--- src/rtl/pc_fetch_unit.sv ---
// pc_fetch_unit: program-counter and fetch sequencer feeding instruction memory and decode
module pc_fetch_unit #(
    parameter logic [31:0] RESET_PC = 32'h0000_0004,
    parameter logic [31:0] MAX_ADDR = 32'h0000_007C,
    parameter int          CNT_W    = 16
) (
    input  logic             clk,
    input  logic             reset,
    input  logic [31:0]      instruction,
    input  logic             stall,
    input  logic             branch_taken,
    input  logic [31:0]      branch_target,
    input  logic             jump,
    input  logic [31:0]      jump_target,
    output logic [31:0]      pc,
    output logic [31:0]      pc_plus4,
    output logic             pc_valid,
    output logic             halted,
    output logic             fault,
    output logic [CNT_W-1:0] retired
);
    typedef enum logic [1:0] {IDLE, RUN, HALT} state_t;
    state_t           state_q, state_d;
    logic [31:0]      pc_q, pc_d, next_pc;
    logic [CNT_W-1:0] retired_q, retired_d;
    logic             fault_q, fault_d, pc_valid_q, halted_q;
    assign pc_plus4 = pc_q + 32'd4;
    assign next_pc  = jump ? jump_target : branch_taken ? branch_target : pc_plus4;
    always_comb begin
        state_d   = state_q;
        pc_d      = pc_q;
        retired_d = retired_q;
        fault_d   = fault_q;
        if (state_q == IDLE) begin
            state_d = RUN;
        end else if (state_q == RUN) begin
            if (pc_q > MAX_ADDR) begin
                state_d = HALT;
                fault_d = 1'b1;
            end else if (instruction == 32'h0) begin
                state_d = HALT;
            end else if (!stall) begin
                if (next_pc[1:0] != 2'b00) begin
                    state_d = HALT;
                    fault_d = 1'b1;
                end else begin
                    pc_d      = next_pc;
                    retired_d = &retired_q ? retired_q : retired_q + CNT_W'(1);
                end
            end
        end
    end
    always_ff @(posedge clk) begin
        if (!reset) begin
            state_q    <= IDLE;
            pc_q       <= RESET_PC;
            retired_q  <= '0;
            fault_q    <= 1'b0;
            pc_valid_q <= 1'b0;
            halted_q   <= 1'b0;
        end else begin
            state_q    <= state_d;
            pc_q       <= pc_d;
            retired_q  <= retired_d;
            fault_q    <= fault_d;
            pc_valid_q <= state_d == RUN;
            halted_q   <= state_d == HALT;
        end
    end
    assign pc       = pc_q;
    assign pc_valid = pc_valid_q;
    assign halted   = halted_q;
    assign fault    = fault_q;
    assign retired  = retired_q;
endmodule

--- config.mk ---
export PLATFORM = sky130hd
export DESIGN_NAME = pc_fetch_unit
export DESIGN_NICKNAME = d
export VERILOG_FILES = /design/src/rtl/pc_fetch_unit.sv
export SDC_FILE = /design/constraint.sdc
export NUM_CORES = 1
export LEC_CHECK = 0
export BUFFER_PORTS_ARGS = -buffer_cell sky130_fd_sc_hd__buf_2
export CAP_MARGIN = 20
export CORE_MARGIN = 2
export CORE_UTILIZATION = 41
export DETAILED_ROUTE_END_ITERATION = 8
export PLACE_DENSITY = 0.81
export SYNTH_ARGS = -nofsm -noshare
export SYNTH_HDL_FRONTEND = slang
export SYNTH_SLANG_ARGS = --single-unit
--- constraint.sdc ---
create_clock -name clk -period 2.3 [get_ports clk]
set_clock_uncertainty 0.15 [all_clocks]
set_input_delay 0.115 -clock clk [delete_from_list [all_inputs] [get_ports clk]]
set_output_delay 0.115 -clock clk [all_outputs]
set_load 0.01 [all_outputs]
# Word level (Yosys, flattened, before mapping)
# Index checks and enable logic that the tools add are counted.
# totals
register_bits	53
latch_bits	0
ramBits	0
rom_bits	0
input_bits	101
out_inout_bits	83
word_cells	40
memories	0
# op_classes
n_addsub	2
mul	0
div_mod_pow	0
order_cmp	1
n_eq_ne	5
n_shift	0
mux	12
bitwise_logic	6
n_reduce_logical	8
# ops
op	count
two-way mux 32 bit	2
adder 32 x 3 -> 32 bit (second input constant)	1
> comparator 32 x 7 -> 1 bit (second input constant)	1
zero test 32 bit	1
adder 16 x 1 -> 16 bit (second input constant)	1
AND reduction 16 bit	1
two-way mux 2 bit	6
AND reduction 7 bit	1
inverter 1 bit	6
AND reduction 6 bit	1
AND reduction 5 bit	1
== test 2 x 1 -> 1 bit (second input constant)	2
two-way mux 1 bit	4
nonzero test 2 bit	2
== test 2 bit (second input constant)	1
zero test 2 bit	1
inequality test 2 x 1 -> 1 bit (second input constant)	1
inequality test 2 bit (second input constant)	1

# Longest topological paths before layout
# Gate-level depths: netlist of run 1.
# depth
word_depth	11
ltp_mapped	9
ltp_nobuf	7

# Worst setup path after synthesis of run 1
# OpenSTA, ideal clock, no wires.
# synth_path
path_type	register -> register
startpoint	register pc_q[2] (netlist: pc[2])
endpoint	register retired_q[12] (netlist: retired[12])
t_arrival_ns	2.035
required_time_ns	2.079
setup_slack_ns	0.045
path_stages_with_launch	9
path_cell_list	dfxtp_1 > ha_1 > and3_1 > o211ai_1 > o2111ai_1 > or2_1 > buf_6 > or4_1 > a21oi_1
# synth_via
elab_chain_len	3
# synth_lines
item	line	rtl
from (decl)	24	logic [31:0] pc_q, pc_d, next_pc;
from (signal assigned)	63	pc_q <= pc_d;
> comparator 32 x 7 -> 1 bit	37	if (pc_q > MAX_ADDR) begin
inverter 1 bit (no source line)	-	
AND reduction 7 bit (no source line)	-	
to (signal assigned)	64	retired_q <= retired_d;
to (decl)	25	logic [CNT_W-1:0] retired_q, retired_d;
# Every way passes these cells.
# A chain may end at the register's enable or synchronous reset.

# Worst setup path after layout of run 1
# layout_path
startpoint	register pc_q[3] (netlist: pc[3])
endpoint	output pc_plus4[21]
# layout_via
elab_chain_len	1
# layout_lines
item	line	rtl
adder 32 x 3 -> 32 bit	27	assign pc_plus4 = pc_q + 32'd4;
to (decl)	16	output logic [31:0] pc_plus4,
# Every way passes these cells.

==> results.toml, run 1 <==
[clocking]
clk_latency_ps = 320
cts_max_path_buffers = 2
cts-root-buf = "clkbuf_8"
numCtsBuffers = 5
h-tree-depth = 2
clk_pin_slew_worst_paths_ps = 100
cts_tree = "done"
cts_sinks = 53

[cells_and_area]
fin_area_um2 = 5161
syn_to_final_growth_pct = 56.96
nets = 772
fillCellCount = 664
layout-drive-gt1-share_pct = 44.48
diodes = 0
final_cells = 772

[placement]
dp_slack_ps = -77.54
dpl.hpwl_um = 9545
io_buffers = 183
placedCellCount = 734
place.gp.congestion = 0.9379
placed_cell_area_um2 = 4588

[logic_synthesis]
async_reset_ff_share_pct = 0
synthTopCellsByCount = "53 x dfxtp_1, 44 x nor2_1, 37 x nand2_1, 26 x xnor2_1, 23 x a21oi_1"
yosysMostFrequentCell = "dfxtp_1"
syn-num-nets = 529
ys.flop_type = "dfxtp_1"
synth.yosys.seq_area_share_pct = 32.27
postSynthCellCount = 426
synth.area.top_cells = "dfxtp_1 32%, xnor2_1 6.9%, nor2_1 5.0%, nand2_1 4.2%, mux2i_1 3.7%"
ys_ff_latch = 53
synth.distinct_cells = 44
yosys_warnings = 0
synth_top_area_share_pct = 32.27
synth-edff-count = 0
synth_area_um2 = 3288
syn_area_per_cell_um2 = 7.719
synth_top_area_cell = "dfxtp_1"

[critical_path]
arrival_ps = 2090
cp-end-kind = "output port"
required_ps = 2040
r2r-start = "pc[18]"
worstPathMaxFanout = 4
setup.worst_path.start = "pc[3]"
cp.buffers_inverters = 3
path_class = "reg -> out"
crit_family = "simple AND/OR/NAND/NOR gates"
cp_cell_sequence = "buf_6, and4_4, or3b_4, nor3_2, buf_4, nand3_2, xnor2_1, buf_2"
crit_path_start_kind = "flop"
crit_path_top_delay_cell = "or3b_4"
critical_path.max_stage_delay_ps = 410

[sta]
hold_ws_ps = 6.304
finalSetupViolCount = 2
max_freq_ghz = 0.4253
fin_tns_setup_ps = -93.83
period_needed_ps = 2351
tightest_slew_ps = 605.5
slew_violations = 0
finalHoldViolCount = 0
worst_slack_ps = -51.04
relSlewSlack_pct = 59.59
rsz0062_at_grt = "yes"
layout_worst_path_cycle_share_pct = 102.2

[die]
num_rows = 32
start_util_pct = 42.33
io_pins = 184
die_y_um = 93.56
dieArea_um2 = 8753
die_w_um = 93.56
placeableCoreArea_um2 = 7767

[routing]
drt_iter0_markers = 219
vias_per_cell = 5.641
totalWireLength_um = 13170
dr.pass1.iters = 4
wl_per_cell_um = 17.05
drcViolationCount = 0
ant_nets = 0
vias = 4355

[run_status]
violations = "negative setup slack"
status = "finished with violations"

[grt]
globalRouteMet2Util_pct = 49.52
grt_overflow = 0
met3_usage_pct = 5.318
antenna_found_initial = 0
grt_usage_pct = 28.58
grt_pass1_vias = 4049
globalRouteMet1Util_pct = 35.44
top_usage_layer = "met2"
grt_max_degree = 33
grt_pass1_wl_um = 19780

[worst_hold_path]
min_path_type = "in -> reg"
min_from = "jump_target[23]"

[power]
irDropWorstVdd_mv = 0.3890
leakage_nw = 2.433
cellPowerDensity_nw_per_um2 = 457.4

[flow_run]
maxCapViolations = 0
metal layers:
layer	share of wire (%)	wire length, µm
met1	39	5130
met5	0	0
met3	9.1	1196
met4	3.3	432
met2	49	6405
worst reg2reg max path, cell delays in order (launching register included):
cell and delay [ps]:
dfxtp_2 340, nor4_1 300, and3_1 310, o2111ai_2 170, or2_4 280, or4_1 500
a21oi_1 160
final timing paths:
kind	end	slack (ps)	cells past startpoint
min reg2reg	retired[8]	350	2
max reg2reg	retired[14]	20	6
max	pc_plus4[21]	-50	8
min	pc[23]	6	4
layout make-up:
cell class	instances	area (µm²)	share of cell area [%]
clock buffer	5	68.82	1.333
multi-input combinational	340	2256	43.71
clock inverter	3	26.28	0.5091
tap	102	127.6	2.473
timing repair buffer	262	1580	30.62
inverter	7	26.28	0.5091
sequential	53	1076	20.85
power by group:
group	leakage [nW]	internal [mW]	total [mW]	switching (mW)
sequential	0.432	0.976	1.02	0.0478
combinational	1.95	0.362	0.776	0.415
clock	0.0487	0.223	0.561	0.338
cell usage in the layout (no fill, tap or decap), types with 6 or more instances in the layout:
| cell type | netlist | final |
|---|---|---|
| buf_2 | 3 | 183 |
| o21ai_0 | 22 | 22 |
| inv_1 | 7 | 7 |
| o211ai_1 | 6 | 6 |
| a21oi_1 | 23 | 23 |
| nand2b_1 | 11 | 11 |
| dfxtp_1 | 53 | 45 |
| nand2_1 | 37 | 36 |
| nor2_1 | 44 | 42 |
| dlygate4sd3_1 | 0 | 11 |
| nor4_1 | 17 | 14 |
| nand4_1 | 14 | 14 |
| xnor2_1 | 26 | 26 |
| and3_1 | 11 | 8 |
| nor3_1 | 15 | 11 |
| mux2i_1 | 12 | 12 |
| xor2_1 | 10 | 9 |
| a22oi_1 | 8 | 8 |
| buf_4 | 2 | 61 |
| nand3_1 | 21 | 15 |
| dfxtp_2 | 0 | 6 |
| o21a_1 | 9 | 9 |
metrics by stage:
step	util [%]	power, mW
final	66.45	2.361
after global placement	59.07	1.710
after global routing	66.45	2.474
after detailed placement	59.07	1.722
after floorplan	-	1.394
after CTS	63.90	2.307
kinds of logic (layout without fill, tap and decap cells):
family / count (synthesis) / in the layout / share of synthesized area, %
adder cells (fa/ha/maj): 2 / 2 / 0.7609
buffers and inverters: 33 / 277 / 4.566
AND/OR/NAND/NOR: 193 / 193 / 29.76
AO/OA/AOI/OAI: 96 / 96 / 19.06
multiplexers: 13 / 13 / 3.996
XOR/XNOR: 36 / 36 / 9.589
flip-flops: 53 / 53 / 32.27
flip-flops by register name, summed over array words and instances, names as in the netlist:
| signal | flops |
|---|---|
| fault | 1 |
| halted | 1 |
| pc_valid | 1 |
| retired | 16 |
| pc | 32 |
| state_q | 2 |
repair_timing:
item,CTS,global route
resized for setup,27,24
hold endpoints to repair,10,0
hold buffers,11,0
pin swaps,7,21
setup endpoints to repair,18,23
buffers inserted,8,11
No activity file was read; power rests on OpenSTA's default activity.
==> run 2: changes to the inputs <==
- CELL_PAD_IN_SITES_DETAIL_PLACEMENT: default -> 1
- CELL_PAD_IN_SITES_GLOBAL_PLACEMENT: default -> 1
- CORE_UTILIZATION: 41 -> 28
==> run 2 against run 1 <==
- the flow still finishes with violations (negative setup slack)
- largest power group unchanged
- combinational power is 4.8% higher
- maximum frequency is 0.39% higher
- final area is 1.9% higher
- die area is 44% higher
- sequential share of layout area is 0.44 points lower
- routed wire length is 16% higher
- highest routed layer unchanged
- first-iteration DRC count is 16% higher
- non-clock buffer count is 2 lower
==> results.toml, run 2 (synthesis results as in run 1) <==
[cells_and_area]
final_cell_mix = "183 x buf_2, 66 x buf_4, 45 x dfxtp_1"
largest_reg_flops = 32
fillCellCount = 1470
final_cells = 811
multiInputGateArea_um2 = 2308
seq_area_um2 = 1074
layout-drive-gt1-share_pct = 46.26
postLayoutCoreUtil_pct = 46.08
diodes = 0
syn_to_final_growth_pct = 60.01
nets = 770
final_common_cell = "buf_2"
fin_area_um2 = 5261

[power]
cellPowerDensity_nw_per_um2 = 494.4
irDropWorstVdd_mv = 0.3040
total_power_mw = 2.601
leakage_nw = 2.491

[sta]
rsz0062_at_grt = "yes"
layout_worst_path_cycle_share_pct = 101.8
finalSetupViolCount = 1
finalHoldViolCount = 0
slew_violations = 0
tightest_slew_ps = 509.0
period_needed_ps = 2342
worst_slack_ps = -41.82
max_freq_ghz = 0.4270
relSlewSlack_pct = 65.94

[placement]
dpl.hpwl_um = 11690
placed_cell_area_um2 = 4695
place.gp.congestion = 0.8944
placedCellCount = 784
dp_slack_ps = -40.22
io_buffers = 183

[clocking]
clk_latency_ps = 300
numCtsBuffers = 5
cts_sinks = 53
clk_pin_slew_worst_paths_ps = 70
h-tree-depth = 2
cts_tree = "done"
cts-root-buf = "clkbuf_16"
cts_max_path_buffers = 2

[critical_path]
cp-end-kind = "output port"
crit_family = "simple AND/OR/NAND/NOR gates"
cp_cell_sequence = "ha_4, nand3_4, nor4_4, buf_4, and2_4, nor2b_4, nand4_1, xnor2_1, buf_2"
worstPathMaxFanout = 3
required_ps = 2040
critical_path.max_stage_delay_ps = 360
path_class = "reg -> out"
cp.buffers_inverters = 2
crit_path_top_delay_cell = "dfxtp_2"
arrival_ps = 2080
crit_path_start_kind = "flop"

[die]
start_util_pct = 28.80
die_w_um = 112.4
dieArea_um2 = 12630
placeableCoreArea_um2 = 11420
num_rows = 39
die_y_um = 112.4
io_pins = 184

[routing]
vias = 4320
drt_iter0_markers = 254
totalWireLength_um = 15310
vias_per_cell = 5.327
ant_nets = 0
dr.pass1.iters = 4
drcViolationCount = 0
wl_per_cell_um = 18.88

[flow_run]
maxCapViolations = 0

[grt]
grt_max_degree = 40
grt_overflow = 0
grt_pass1_vias = 4628
grt_usage_pct = 23.43
grt_pass1_wl_um = 23940
antenna_found_initial = 0

[run_status]
violations = "negative setup slack"
status = "finished with violations"

[worst_hold_path]
min_path_type = "in -> reg"
run 2: changes by cell type in the layout (fill, tap and decap cells not counted), moves of 5 or more:
cell and change:
buf_4 +5, clkbuf_16 +5, clkbuf_8 -5, dlygate4sd3_1 -5
run 2: tightest hold or removal path: cells and delay by family:
family | cells | cell delay (ps)
compound gates | 2 | 230
buf+inv | 1 | 70
run 2: what timing repair did:
| item | CTS | global route |
|---|---|---|
| resized for setup | 27 | 34 |
| pin swaps | 10 | 14 |
| hold buffers | 6 | 0 |
| setup buffers | 9 | 4 |
| endpoints found under the hold margin | 6 | 0 |
| setup endpoints to repair | 15 | 32 |
| gates cloned | 0 | 0 |
run 2: layer usage:
layer | share of wire [%] | GRT usage, % | vias up
met3 | 6.1 | 3.294 | 23
met5 | 0 | 0 | -
met2 | 51 | 43.21 | 157
met4 | 2.2 | 6.098 | 0
met1 | 41 | 28.53 | 2105
li1 | - | - | 2035
run 2: layout make-up:
cell class                      instances  share of cell area, %
Clock buffer                            5                  2.378
Clock inverter                          3                 0.4043
Inverter                                7                 0.4994
Multi-Input combinational cell        340                  43.88
Sequential cell                        53                  20.40
Tap cell                              143                  3.401
Timing Repair Buffer                  260                  29.04
run 2: path summary, 6_finish.rpt:
check / startpoint / to / slack (ps) / cells after the start
setup / recovery: pc[2] / pc_plus4[30] / -40 / 9
hold / removal: jump_target[2] / pc[2] / 10 / 3
setup reg to reg: pc[3] / retired[14] / 30 / 7
hold reg to reg: fault / fault / 340 / 1
run 2: power by group:
part	total [mW]	switching, mW	internal [mW]
Sequential	1.02	0.0468	0.976
Combinational	0.813	0.450	0.362
Clock	0.766	0.360	0.406
Total	2.60	0.857	1.74
run 2: per-stage QoR:
| step | hold slack [ps] | setup TNS, ps |
|---|---|---|
| 3_5_place_dp | 276.4 | -68.21 |
| 3_3_place_gp | 255.2 | -110.9 |
| 4_1_cts | 8.653 | -15.05 |
| 6_report | 11.39 | -41.82 |
| 5_1_grt | 33.87 | -535.0 |
| 2_1_floorplan | 117.0 | 0 |
==> run 3: changes to the inputs <==
- TNS_END_PERCENT: default -> 30
==> run 3 against run 2 <==
- the flow still finishes with violations (negative setup slack)
- register-to-register slack better by 30 ps
- sequential share of layout area is 0.093 points higher
- worst setup slack worse by 8.3 ps
- first-iteration DRC count is 7.9% lower
- hold slack better by 5.5 ps
- combinational power is 1% lower
- maximum frequency is 0.35% lower
- cell count is 0.12% lower
- global-route usage stayed put
- sequential power hardly changed
- critical path depth stayed put
- critical path type unchanged
==> results.toml, run 3 (synthesis results as in run 1) <==
[placement]
dp_slack_ps = -40.22
io_buffers = 183
placed_cell_area_um2 = 4695
place.gp.congestion = 0.8944
dpl.hpwl_um = 11690
placedCellCount = 784

[power]
switching_share_pct = 32.69
p_comb_share_pct = 31.1
irDropWorstVdd_mv = 0.2982
seq_power_share_pct = 39.5
pwr-share-clk_pct = 29.4
leakage_nw = 2.487
cellPowerDensity_nw_per_um2 = 494.4
p_int_mw = 1.743
switchingPower_mw = 0.8464

[critical_path]
cp-end-kind = "output port"
crit_path_top_delay_cell = "dfxtp_2"
crit_family = "simple AND/OR/NAND/NOR gates"
path_class = "reg -> out"
crit_path_start_kind = "flop"
cp.buffers_inverters = 2
arrival_ps = 2090
required_ps = 2040
r2r-start = "pc[3]"
cp_cell_sequence = "ha_4, nand3_4, nor4_4, buf_4, and2_4, nor2b_4, nand4_1, xnor2_1, buf_2"
setup.worst_path.start = "pc[2]"
critical_path.max_stage_delay_ps = 360
worstPathMaxFanout = 3

[sta]
rsz0062_at_grt = "yes"
relSlewSlack_pct = 66.96
max_freq_ghz = 0.4255
hold_ws_ps = 16.93
slew_violations = 0
worst_slack_ps = -50.09
period_needed_ps = 2350
layout_worst_path_cycle_share_pct = 102.2
finalSetupViolCount = 1
tightest_slew_ps = 493.8
finalHoldViolCount = 0

[die]
start_util_pct = 28.80
placeableCoreArea_um2 = 11420
num_rows = 39
io_pins = 184
dieArea_um2 = 12630
die_w_um = 112.4
die_y_um = 112.4

[cells_and_area]
syn_to_final_growth_pct = 59.28
nets = 769
layout-drive-gt1-share_pct = 45.73
final_common_cell = "buf_2"
final_cell_mix = "183 x buf_2, 65 x buf_4, 45 x dfxtp_1"
fin_area_um2 = 5238
seq_area_um2 = 1074
diodes = 0
fillCellCount = 1466
largest_reg_flops = 32
multiInputGateArea_um2 = 2292
final_cells = 810

[routing]
totalWireLength_um = 15320
vias = 4275
wl_per_cell_um = 18.91
ant_nets = 0
dr.pass1.iters = 4
drt_iter0_markers = 234
drcViolationCount = 0
vias_per_cell = 5.278

[clocking]
h-tree-depth = 2
cts-root-buf = "clkbuf_16"
cts_max_path_buffers = 2
clk_latency_ps = 290
numCtsBuffers = 5
clk_pin_slew_worst_paths_ps = 70
cts_sinks = 53
cts_tree = "done"

[grt]
grt_pass1_vias = 4628
grt_pass1_wl_um = 23940
antenna_found_initial = 0
grt_usage_pct = 23.43
grt_overflow = 0
grt_max_degree = 40

[run_status]
status = "finished with violations"
violations = "negative setup slack"

[worst_hold_path]
min_path_type = "in -> reg"
min_from = "jump_target[2]"

[flow_run]
maxCapViolations = 0
-- run 3: power groups by stage --
stage	combinational, mW	sequential (mW)	clock (mW)
after floorplan	0.327	1.07	0
after global placement	0.709	1.03	0
after detailed placement	0.729	1.03	0
after CTS	0.767	1.02	0.779
after global routing	0.870	1.03	0.812
final	0.805	1.02	0.762
-- run 3: final timing paths --
| path | end | slack, ps | cells past startpoint |
|---|---|---|---|
| setup reg to reg | retired[14] | 60 | 7 |
| hold reg to reg | fault | 340 | 1 |
| setup / recovery | pc_plus4[30] | -50 | 9 |
| hold / removal | pc[2] | 20 | 3 |
-- run 3: what timing repair did --
item | CTS | global route
buffers inserted | 9 | 3
hold buffers | 6 | 0
resized for setup | 27 | 30
pin swaps | 10 | 12
endpoints found under the hold margin | 6 | 0
setup endpoints to repair | 15 | 32
-- run 3: layout make-up --
type	instances	area share, %
inverter	7	0.5017
sequential	53	20.50
clock buffer	5	2.389
tap	143	3.416
timing repair buffer	259	29.03
clock inverter	3	0.4061
multi-input combinational	340	43.76
-- run 3: layer usage --
metal | up-vias | global-route usage [%] | routed length [µm]
met4 | 0 | 6.098 | 327
met2 | 149 | 43.21 | 7788
met1 | 2079 | 28.53 | 6376
met3 | 21 | 3.294 | 825
li1 | 2026 | - | -
met5 | - | 0 | 0
-- run 3: metrics by stage --
step | setup TNS [ps] | utilization [%] | power, mW
2_1_floorplan | 0 | - | 1.394
3_3_place_gp | -110.9 | 41.11 | 1.740
3_5_place_dp | -68.21 | 41.11 | 1.764
4_1_cts | -15.05 | 44.32 | 2.563
5_1_grt | -442.3 | 45.87 | 2.712
6_report | -50.09 | 45.87 | 2.589
-- run 3: worst register-to-register path: stages, from the launching register on --
cell,delay [ps]
dfxtp_4,360
ha_4,170
and3_1,210
o211ai_1,150
o2111ai_2,180
or2_4,310
or4_4,520
a21oi_2,140
